### config.mk
export PLATFORM = sky130hd
export DESIGN_NAME = bcd_display_prep
export DESIGN_NICKNAME = d
export VERILOG_FILES = /design/src/rtl/bcd_display_prep.sv
export SDC_FILE = /design/constraint.sdc
export NUM_CORES = 1
export LEC_CHECK = 0
export ABC_AREA = 0
export CORE_UTILIZATION = 53
export DETAILED_ROUTE_END_ITERATION = 16
export PLACE_DENSITY = 0.75
export RECOVER_POWER = 50
export SYNTH_ARGS = -nofsm -noshare
export SYNTH_HDL_FRONTEND = slang
export SYNTH_SLANG_ARGS = --single-unit
export TNS_END_PERCENT = 50
### constraint.sdc
create_clock -name clk -period 8.8 [get_ports clk]
set_input_delay 1.76 -clock clk [delete_from_list [all_inputs] [get_ports clk]]
set_output_delay 1.76 -clock clk [all_outputs]
set_load 0.005 [all_outputs]
### src/rtl/bcd_display_prep.sv
// bcd_display_prep: turns a binary request into 8 packed display nibbles
// (raw hex or iterative double-dabble decimal) plus a leading-zero-blanked
// per-digit valid mask for the seven-segment scanner.
module bcd_display_prep #(
  parameter int IN_W    = 32,
  parameter int DEC_MAX = 99999999
) (
  input  logic            clk,
  input  logic            rst,
  input  logic [IN_W-1:0] in_value,
  input  logic            in_hex,
  input  logic            in_valid,
  output logic            in_ready,
  output logic [31:0]     output_data,
  output logic [7:0]      output_valid,
  output logic            overflow,
  output logic            done
);

  typedef enum logic [1:0] {IDLE, CONVERT, FINISH} state_t;

  localparam int          CNT_W       = $clog2(IN_W + 1);
  localparam logic [63:0] DEC_MAX_EXT = 64'(DEC_MAX);
  localparam logic [31:0] SAT_DIGITS  = 32'h9999_9999;

  state_t            state_q, state_d;
  logic [IN_W-1:0]   bin_q, bin_d;
  logic [31:0]       bcd_q, bcd_d;
  logic [CNT_W-1:0]  cnt_q, cnt_d;
  logic              sat_q, sat_d;
  logic [31:0]       data_q, data_d;
  logic [7:0]        valid_q, valid_d;
  logic              ovf_q, ovf_d;
  logic              done_q, done_d;

  logic [63:0]       in_ext;
  logic              in_too_big;
  logic [31:0]       adj;
  logic [7:0]        mask;
  logic              unused_adj_msb;

  // Widen the request once so the saturation compare and hex pass-through
  // work for any IN_W up to 64.
  assign in_ext     = 64'(in_value);
  assign in_too_big = (in_ext > DEC_MAX_EXT);

  // Double-dabble pre-shift correction: any digit >= 5 gets +3 so the
  // following left shift carries correctly into the next decimal digit.
  genvar gi;
  generate
    for (gi = 0; gi < 8; gi++) begin : g_adj
      assign adj[4*gi +: 4] = (bcd_q[4*gi +: 4] >= 4'd5) ?
                              (bcd_q[4*gi +: 4] + 4'd3) : bcd_q[4*gi +: 4];
    end
  endgenerate

  // The top adjusted bit is shifted out; legal values never set it.
  assign unused_adj_msb = adj[31];

  // Leading-zero blanking: digit k shows if it or any higher digit is
  // nonzero; digit 0 always shows.
  generate
    for (gi = 0; gi < 8; gi++) begin : g_mask
      if (gi == 0) begin : g_lsd
        assign mask[gi] = 1'b1;
      end else begin : g_upper
        assign mask[gi] = |bcd_q[31:4*gi];
      end
    end
  endgenerate

  assign in_ready     = (state_q == IDLE);
  assign output_data  = data_q;
  assign output_valid = valid_q;
  assign overflow     = ovf_q;
  assign done         = done_q;

  // Next-state and datapath: accept, iterate, then publish in FINISH.
  always_comb begin
    state_d = state_q;
    bin_d   = bin_q;
    bcd_d   = bcd_q;
    cnt_d   = cnt_q;
    sat_d   = sat_q;
    data_d  = data_q;
    valid_d = valid_q;
    ovf_d   = ovf_q;
    done_d  = 1'b0;
    case (state_q)
      IDLE: begin
        if (in_valid) begin
          if (in_hex) begin
            bcd_d   = in_ext[31:0];
            sat_d   = 1'b0;
            state_d = FINISH;
          end else if (in_too_big) begin
            bcd_d   = SAT_DIGITS;
            sat_d   = 1'b1;
            state_d = FINISH;
          end else begin
            bin_d   = in_value;
            bcd_d   = '0;
            cnt_d   = '0;
            sat_d   = 1'b0;
            state_d = CONVERT;
          end
        end
      end
      CONVERT: begin
        bcd_d = {adj[30:0], bin_q[IN_W-1]};
        bin_d = bin_q << 1;
        cnt_d = cnt_q + 1'b1;
        if (cnt_q == CNT_W'(IN_W - 1)) begin
          state_d = FINISH;
        end
      end
      FINISH: begin
        data_d  = bcd_q;
        valid_d = mask;
        ovf_d   = sat_q;
        done_d  = 1'b1;
        state_d = IDLE;
      end
      default: begin
        state_d = IDLE;
      end
    endcase
  end

  // State and output registers; reset aborts any conversion in flight.
  always_ff @(posedge clk or posedge rst) begin
    if (rst) begin
      state_q <= IDLE;
      bin_q   <= '0;
      bcd_q   <= '0;
      cnt_q   <= '0;
      sat_q   <= 1'b0;
      data_q  <= '0;
      valid_q <= 8'h01;
      ovf_q   <= 1'b0;
      done_q  <= 1'b0;
    end else begin
      state_q <= state_d;
      bin_q   <= bin_d;
      bcd_q   <= bcd_d;
      cnt_q   <= cnt_d;
      sat_q   <= sat_d;
      data_q  <= data_d;
      valid_q <= valid_d;
      ovf_q   <= ovf_d;
      done_q  <= done_d;
    end
  end

endmodule

==> impl_metrics.ini, run 1 <==
[yosys]
synth_cell_type_count = 45
ys_ff_latch = 114
ys_seq_area_share_pct = 47.26
syn-cell-area_sq_um = 6036
netlist_instances = 619
synth_fp_nets = 679
synthTopCellsByArea = dfrtp_1 (47%), mux2_2 (6.3%), mux2i_1 (6.3%)
post-synth-top-area-fraction_pct = 47.26
yosys.area.top_type = dfrtp_1
synth_area_per_cell_sq_um = 9.751
yosys_warnings = 0

[worst_setup_path]
setup.worst_path.end = bin_q[1]
timing.rr.end = output_data[16]
r2r_slack_ps = 4940
rr_worst_depth = 2
critical_path.startpoint = in_valid
r2r_start = state_q[1]
cp_max_fo = 38
cp.required_ps = 9060
startpoint_type = input pin
crit_type = in2reg
end_kind = register
arrival_ps = 5090

[clock_network]
clk_latency_ps = 410
clock_sinks = 114
htreeDepth = 4
cts_made_buffers = 17
cts_buffer_depth = 2
cts_tree = built
postCtsSetupRepairBufs = 0
clk_pin_slew_ps = 50
ctsHoldBuffers = 0
cts-resized-gates = 0
cts_root_buf = clkbuf_16

[outcome]
violations = max-capacitance violations, max-slew violations
status = finished, violations left

[drt]
drcViolationCount = 0
ant_nets = 0
via_per_inst = 5.672
detail_route.wl_per_cell_microns = 16.72
vias = 4753
drtPass1Iterations = 5
drtIter0Drc = 251
drt-total-wl_mm = 14.01

[final_layout]
stdcell_area_sq_um = 7375
layout_common_cells = dfrtp_1 (114), nand2_1 (69), a21oi_1 (58)
num_antenna_cells = 0
final_common_cell = dfrtp_1
n_fill_cell = 881
fin_nets = 745
multi_input_area_sq_um = 2917
final_cells = 838
syn2layout_area_growth_pct = 22.18
drive_gt1_share_pct = 10.89
regArea_sq_um = 2853
fin_util_pct = 67.15

[grt]
antenna_found_initial = 0
grt_max_degree = 76
grt_pass1_wl_mm = 23.10
overflow = 0
grt_util_all_layers_pct = 25.89
grt_pass1_vias = 4639

[power_and_ir_drop]
p_total_mw = 1.605
p_leak_nw = 3.297
peakVddDrop_mv = 0.1524
power_density_nw_per_um2 = 217.7

[sta]
tightest_slew_ps = 3709
period_needed_ps = 4826
setup_tns_ps = 0
drv_slew = 140
hold_ws_ps = 464.5
relSlewSlack_pct = -147.8
finalClockSkew_ps = 5.865
fin_crit_sh_pct = 54.84
timing.final.ws_setup_ps = 3974
setup_viol = 0
hold_viol_final = 0
clock.fmax_ghz = 0.2072
rsz0062_at_grt = false

[place]
numPortBuffers = 77
dp_hpwl_mm = 9.311
gp_congestion = 0.8455
post-place-ws_ps = 3925
placedCellCount = 806
post_dp_cell_area_sq_um = 6868

[floorplan]
placementRows = 38
die_h_microns = 108.7
die_w_microns = 108.7
dieArea_sq_um = 11820
core-area_sq_um = 10980
initial_core_util_pct = 54.96
ioPinCount = 79

[min_path]
hp-class = reg2reg

[job]
drv_cap = 3
## power by group
group          internal [mW]  total (mW)  switching [mW]
Combinational          0.186       0.336           0.150
Sequential             0.599       0.664          0.0657
Clock                  0.378       0.605           0.227
## cell usage after synthesis
| cell type | n |
|---|---|
| dfrtp_1 | 114 |
| nand2_1 | 69 |
| a21oi_1 | 58 |
| nor2_1 | 55 |
| mux2i_1 | 38 |
| mux2_2 | 34 |
| nand3_1 | 27 |
| clkbuf_1 | 26 |
| ha_1 | 24 |
| inv_1 | 24 |
| nand2b_1 | 20 |
| o21ai_0 | 20 |
| o21ai_1 | 20 |
| a31oi_1 | 17 |
| nor3b_1 | 10 |
| xnor2_1 | 8 |
| a221oi_1 | 5 |
| buf_1 | 4 |
| nor2b_1 | 4 |
| o21bai_1 | 4 |
| a221oi_2 | 3 |
| nor3_1 | 3 |
| a21o_1 | 2 |
| a21oi_2 | 2 |
| and4_1 | 2 |
| buf_12 | 2 |
| buf_4 | 2 |
| buf_6 | 2 |
| nor4_1 | 2 |
| o211ai_1 | 2 |
| or4_4 | 2 |
| a21boi_0 | 1 |
| a22oi_1 | 1 |
| a32o_1 | 1 |
| a32oi_2 | 1 |
| a41oi_1 | 1 |
| and3_1 | 1 |
| buf_2 | 1 |
| conb_1 | 1 |
| nand4_1 | 1 |
| nand4b_1 | 1 |
| o211a_1 | 1 |
| o21a_1 | 1 |
| o31ai_1 | 1 |
| or4_1 | 1 |
## how the worst min path moves through the flow
stage | start | to | slack, ps | cells after the start
final | bin_q[29] | bin_q[30] | 460 | 2
after detailed placement | bin_q[29] | bin_q[30] | 450 | 2
after CTS | bin_q[29] | bin_q[30] | 470 | 2
after global placement | bin_q[28] | bin_q[29] | 450 | 2
after global routing | bin_q[19] | bin_q[20] | 500 | 2
after floorplan | bin_q[27] | bin_q[28] | 440 | 2
## layout make-up
class / count / share of cell area, %
Clock buffer: 26 / 6.634
Sequential cell: 114 / 38.68
Multi-Input combinational cell: 444 / 39.55
Timing Repair Buffer: 84 / 11.11
Inverter: 24 / 1.239
Tap cell: 140 / 2.375
Clock inverter: 6 / 0.4072
## registers in the layout, indices dropped and copies added, names as in the netlist
name          cells
state_q           2
bin_q            32
sat_q             1
output_valid      7
done              1
overflow          1
cnt_q             6
bcd_q            32
output_data      32
## logic make-up after synthesis
kind of cell             synth area share, %
other                                0.06213
buffers and inverters                  4.726
AND/OR/NAND/NOR                        15.28
XOR/XNOR                               1.161
flip-flops                             47.26
adder cells (fa/ha/maj)                4.975
multiplexers                           12.65
AO/OA/AOI/OAI                          13.89
## critical path, stage by stage
cell and delay, ps:
dlygate4sd3_1 570, nand2b_1 80, clkbuf_1 1240, nor3_1 220
a32oi_4 310, buf_4 500, mux2i_1 280, o21ai_1 80
## per-layer routing
layer / global-route usage (%) / vias to the layer above / share of wire (%)
li1: - / 2292 / -
met3: 4.901 / 25 / 3.8
met2: 41.82 / 120 / 48
met4: 11.97 / 0 / 2.2
met1: 33.72 / 2316 / 46
met5: 0 / - / 0
Power figures use the tool's default switching activity.
==> run 2, diff against run 1 <==
clock period = 4.8 ns   (was 8.8 ns; I/O delays follow)
==> run 2 against run 1 <==
Against the previous run:
- the run still ends with max-capacitance violations, max-slew violations left
- largest power group is now clock
- critical path type unchanged
- cell count is 0.48% higher
- critical endpoint is now cnt_q[2]
- sequential share of layout area decreased by 0.50 points
- first-iteration DRC count increased by 46%
- clock skew hardly changed
- cell area is 1.3% higher
- worst setup slack got worse by 2500 ps
==> impl_metrics.ini, run 2 (same netlist as run 1, synthesis figures left out) <==
[clock_network]
cts-resized-gates = 0
ctsHoldBuffers = 0
cts_tree = built
cts_buffer_depth = 2
cts_root_buf = clkbuf_16
cts_made_buffers = 17
clk_pin_slew_ps = 50
clock_sinks = 114
clk_latency_ps = 420
postCtsSetupRepairBufs = 0
htreeDepth = 4

[final_layout]
num_antenna_cells = 0
stdcell_area_sq_um = 7471
layout_common_cells = dfrtp_1 (114), nand2_1 (69), clkdlybuf4s50_1 (65)
syn2layout_area_growth_pct = 23.78
final_common_cell = dfrtp_1
drive_gt1_share_pct = 12.39
fin_util_pct = 68.02
fin_nets = 749

[drt]
ant_nets = 0
vias = 4907
drcViolationCount = 0
drt-total-wl_mm = 14.47
detail_route.wl_per_cell_microns = 17.18
drtPass1Iterations = 5
drtIter0Drc = 367
via_per_inst = 5.828

[grt]
grt_max_degree = 89
overflow = 0
grt_use_met2_pct = 42.36
use_met3_pct = 6.695
grt_pass1_wl_mm = 24.31
grt_util_all_layers_pct = 27.35
top_usage_layer = met2
grt_use_met1_pct = 35.89
grt_pass1_vias = 4920
antenna_found_initial = 0

[min_path]
whs_path_depth = 2
hp-class = reg2reg

[sta]
setup_tns_ps = 0
relSlewSlack_pct = -41.28
drv_slew = 137
finalClockSkew_ps = 6.113
hold_viol_final = 0
clock.fmax_ghz = 0.2979
rsz0062_at_grt = false
tightest_slew_ps = 2110
setup_viol = 0
fin_crit_sh_pct = 69.94
period_needed_ps = 3357
hold_ws_ps = 471.7
timing.final.ws_setup_ps = 1443

[worst_setup_path]
startpoint_type = input pin
arrival_ps = 3650
cp.required_ps = 5090
cp.depth = 7
cpMaxStageDelayCell = or4_4
end_kind = register
rr_worst_depth = 2
critPathBufInv = 2
crit_type = in2reg
path_delay_family = simple AND/OR/NAND/NOR gates
cp_cell_sequence = clkdlybuf4s50_1, or4_4, or4_4, a32oi_4, buf_4, a21boi_0, mux2i_1
path_common_cell = or4_4
cp_max_fo = 38
slowest_delay_ps = 580

[power_and_ir_drop]
p_leak_nw = 3.361
peakVddDrop_mv = 0.3411
power_density_nw_per_um2 = 411.9

[job]
drv_cap = 2

[floorplan]
die_h_microns = 108.7
initial_core_util_pct = 54.96
die_w_microns = 108.7
placementRows = 38
core-area_sq_um = 10980
dieArea_sq_um = 11820
ioPinCount = 79

[place]
gp_congestion = 0.8333
post_dp_cell_area_sq_um = 6898
numPortBuffers = 77
dp_hpwl_mm = 9.775
post-place-ws_ps = 1024

[outcome]
status = finished, violations left
violations = max-capacitance violations, max-slew violations
## run 2: where the power goes
part,total [mW],leakage [nW],internal (mW),switching (mW)
registers,1.22,1.41,1.10,0.123
clock network,1.23,0.288,0.796,0.434
logic,0.627,1.66,0.350,0.278
## run 2: tightest hold or removal path, cell delays in order (launching register included)
cell and delay [ps]:
dfrtp_1 340, nand2_1 50, nand2_1 50
## run 2: final cells by class
cell class	count	area [sq um]
fillers	874	3512
multi-input cells	444	2919
flip-flops and latches	114	2853
repair buffers	88	853.3
clock buffers	21	470.5
well taps	140	175.2
clock inverters	11	110.1
inverters	24	90.09
## run 2: routing by layer
metal	wire, microns	up-vias
met5	0	-
met4	410	0
met3	738	33
met2	6841	161
met1	6476	2423
li1	-	2290
## run 2: path summary, 6_finish.rpt
| kind | slack, ps | to | from |
|---|---|---|---|
| max reg2reg | 2080 | output_data[14] | state_q[1] |
| min reg2reg | 470 | bin_q[30] | bin_q[29] |
| max in group asynchronous | 2110 | bcd_q[7] | rst |
| min in group asynchronous | 1570 | output_data[31] | rst |
| min | 470 | bin_q[30] | bin_q[29] |
| max | 1440 | cnt_q[2] | in_value[28] |
## run 2: stage by stage
step | instances | power, mW
2_1_floorplan | 619 | 1.558
3_3_place_gp | 810 | 1.835
3_5_place_dp | 810 | 1.867
4_1_cts | 842 | 3.104
5_1_grt | 842 | 3.219
6_report | 842 | 3.077
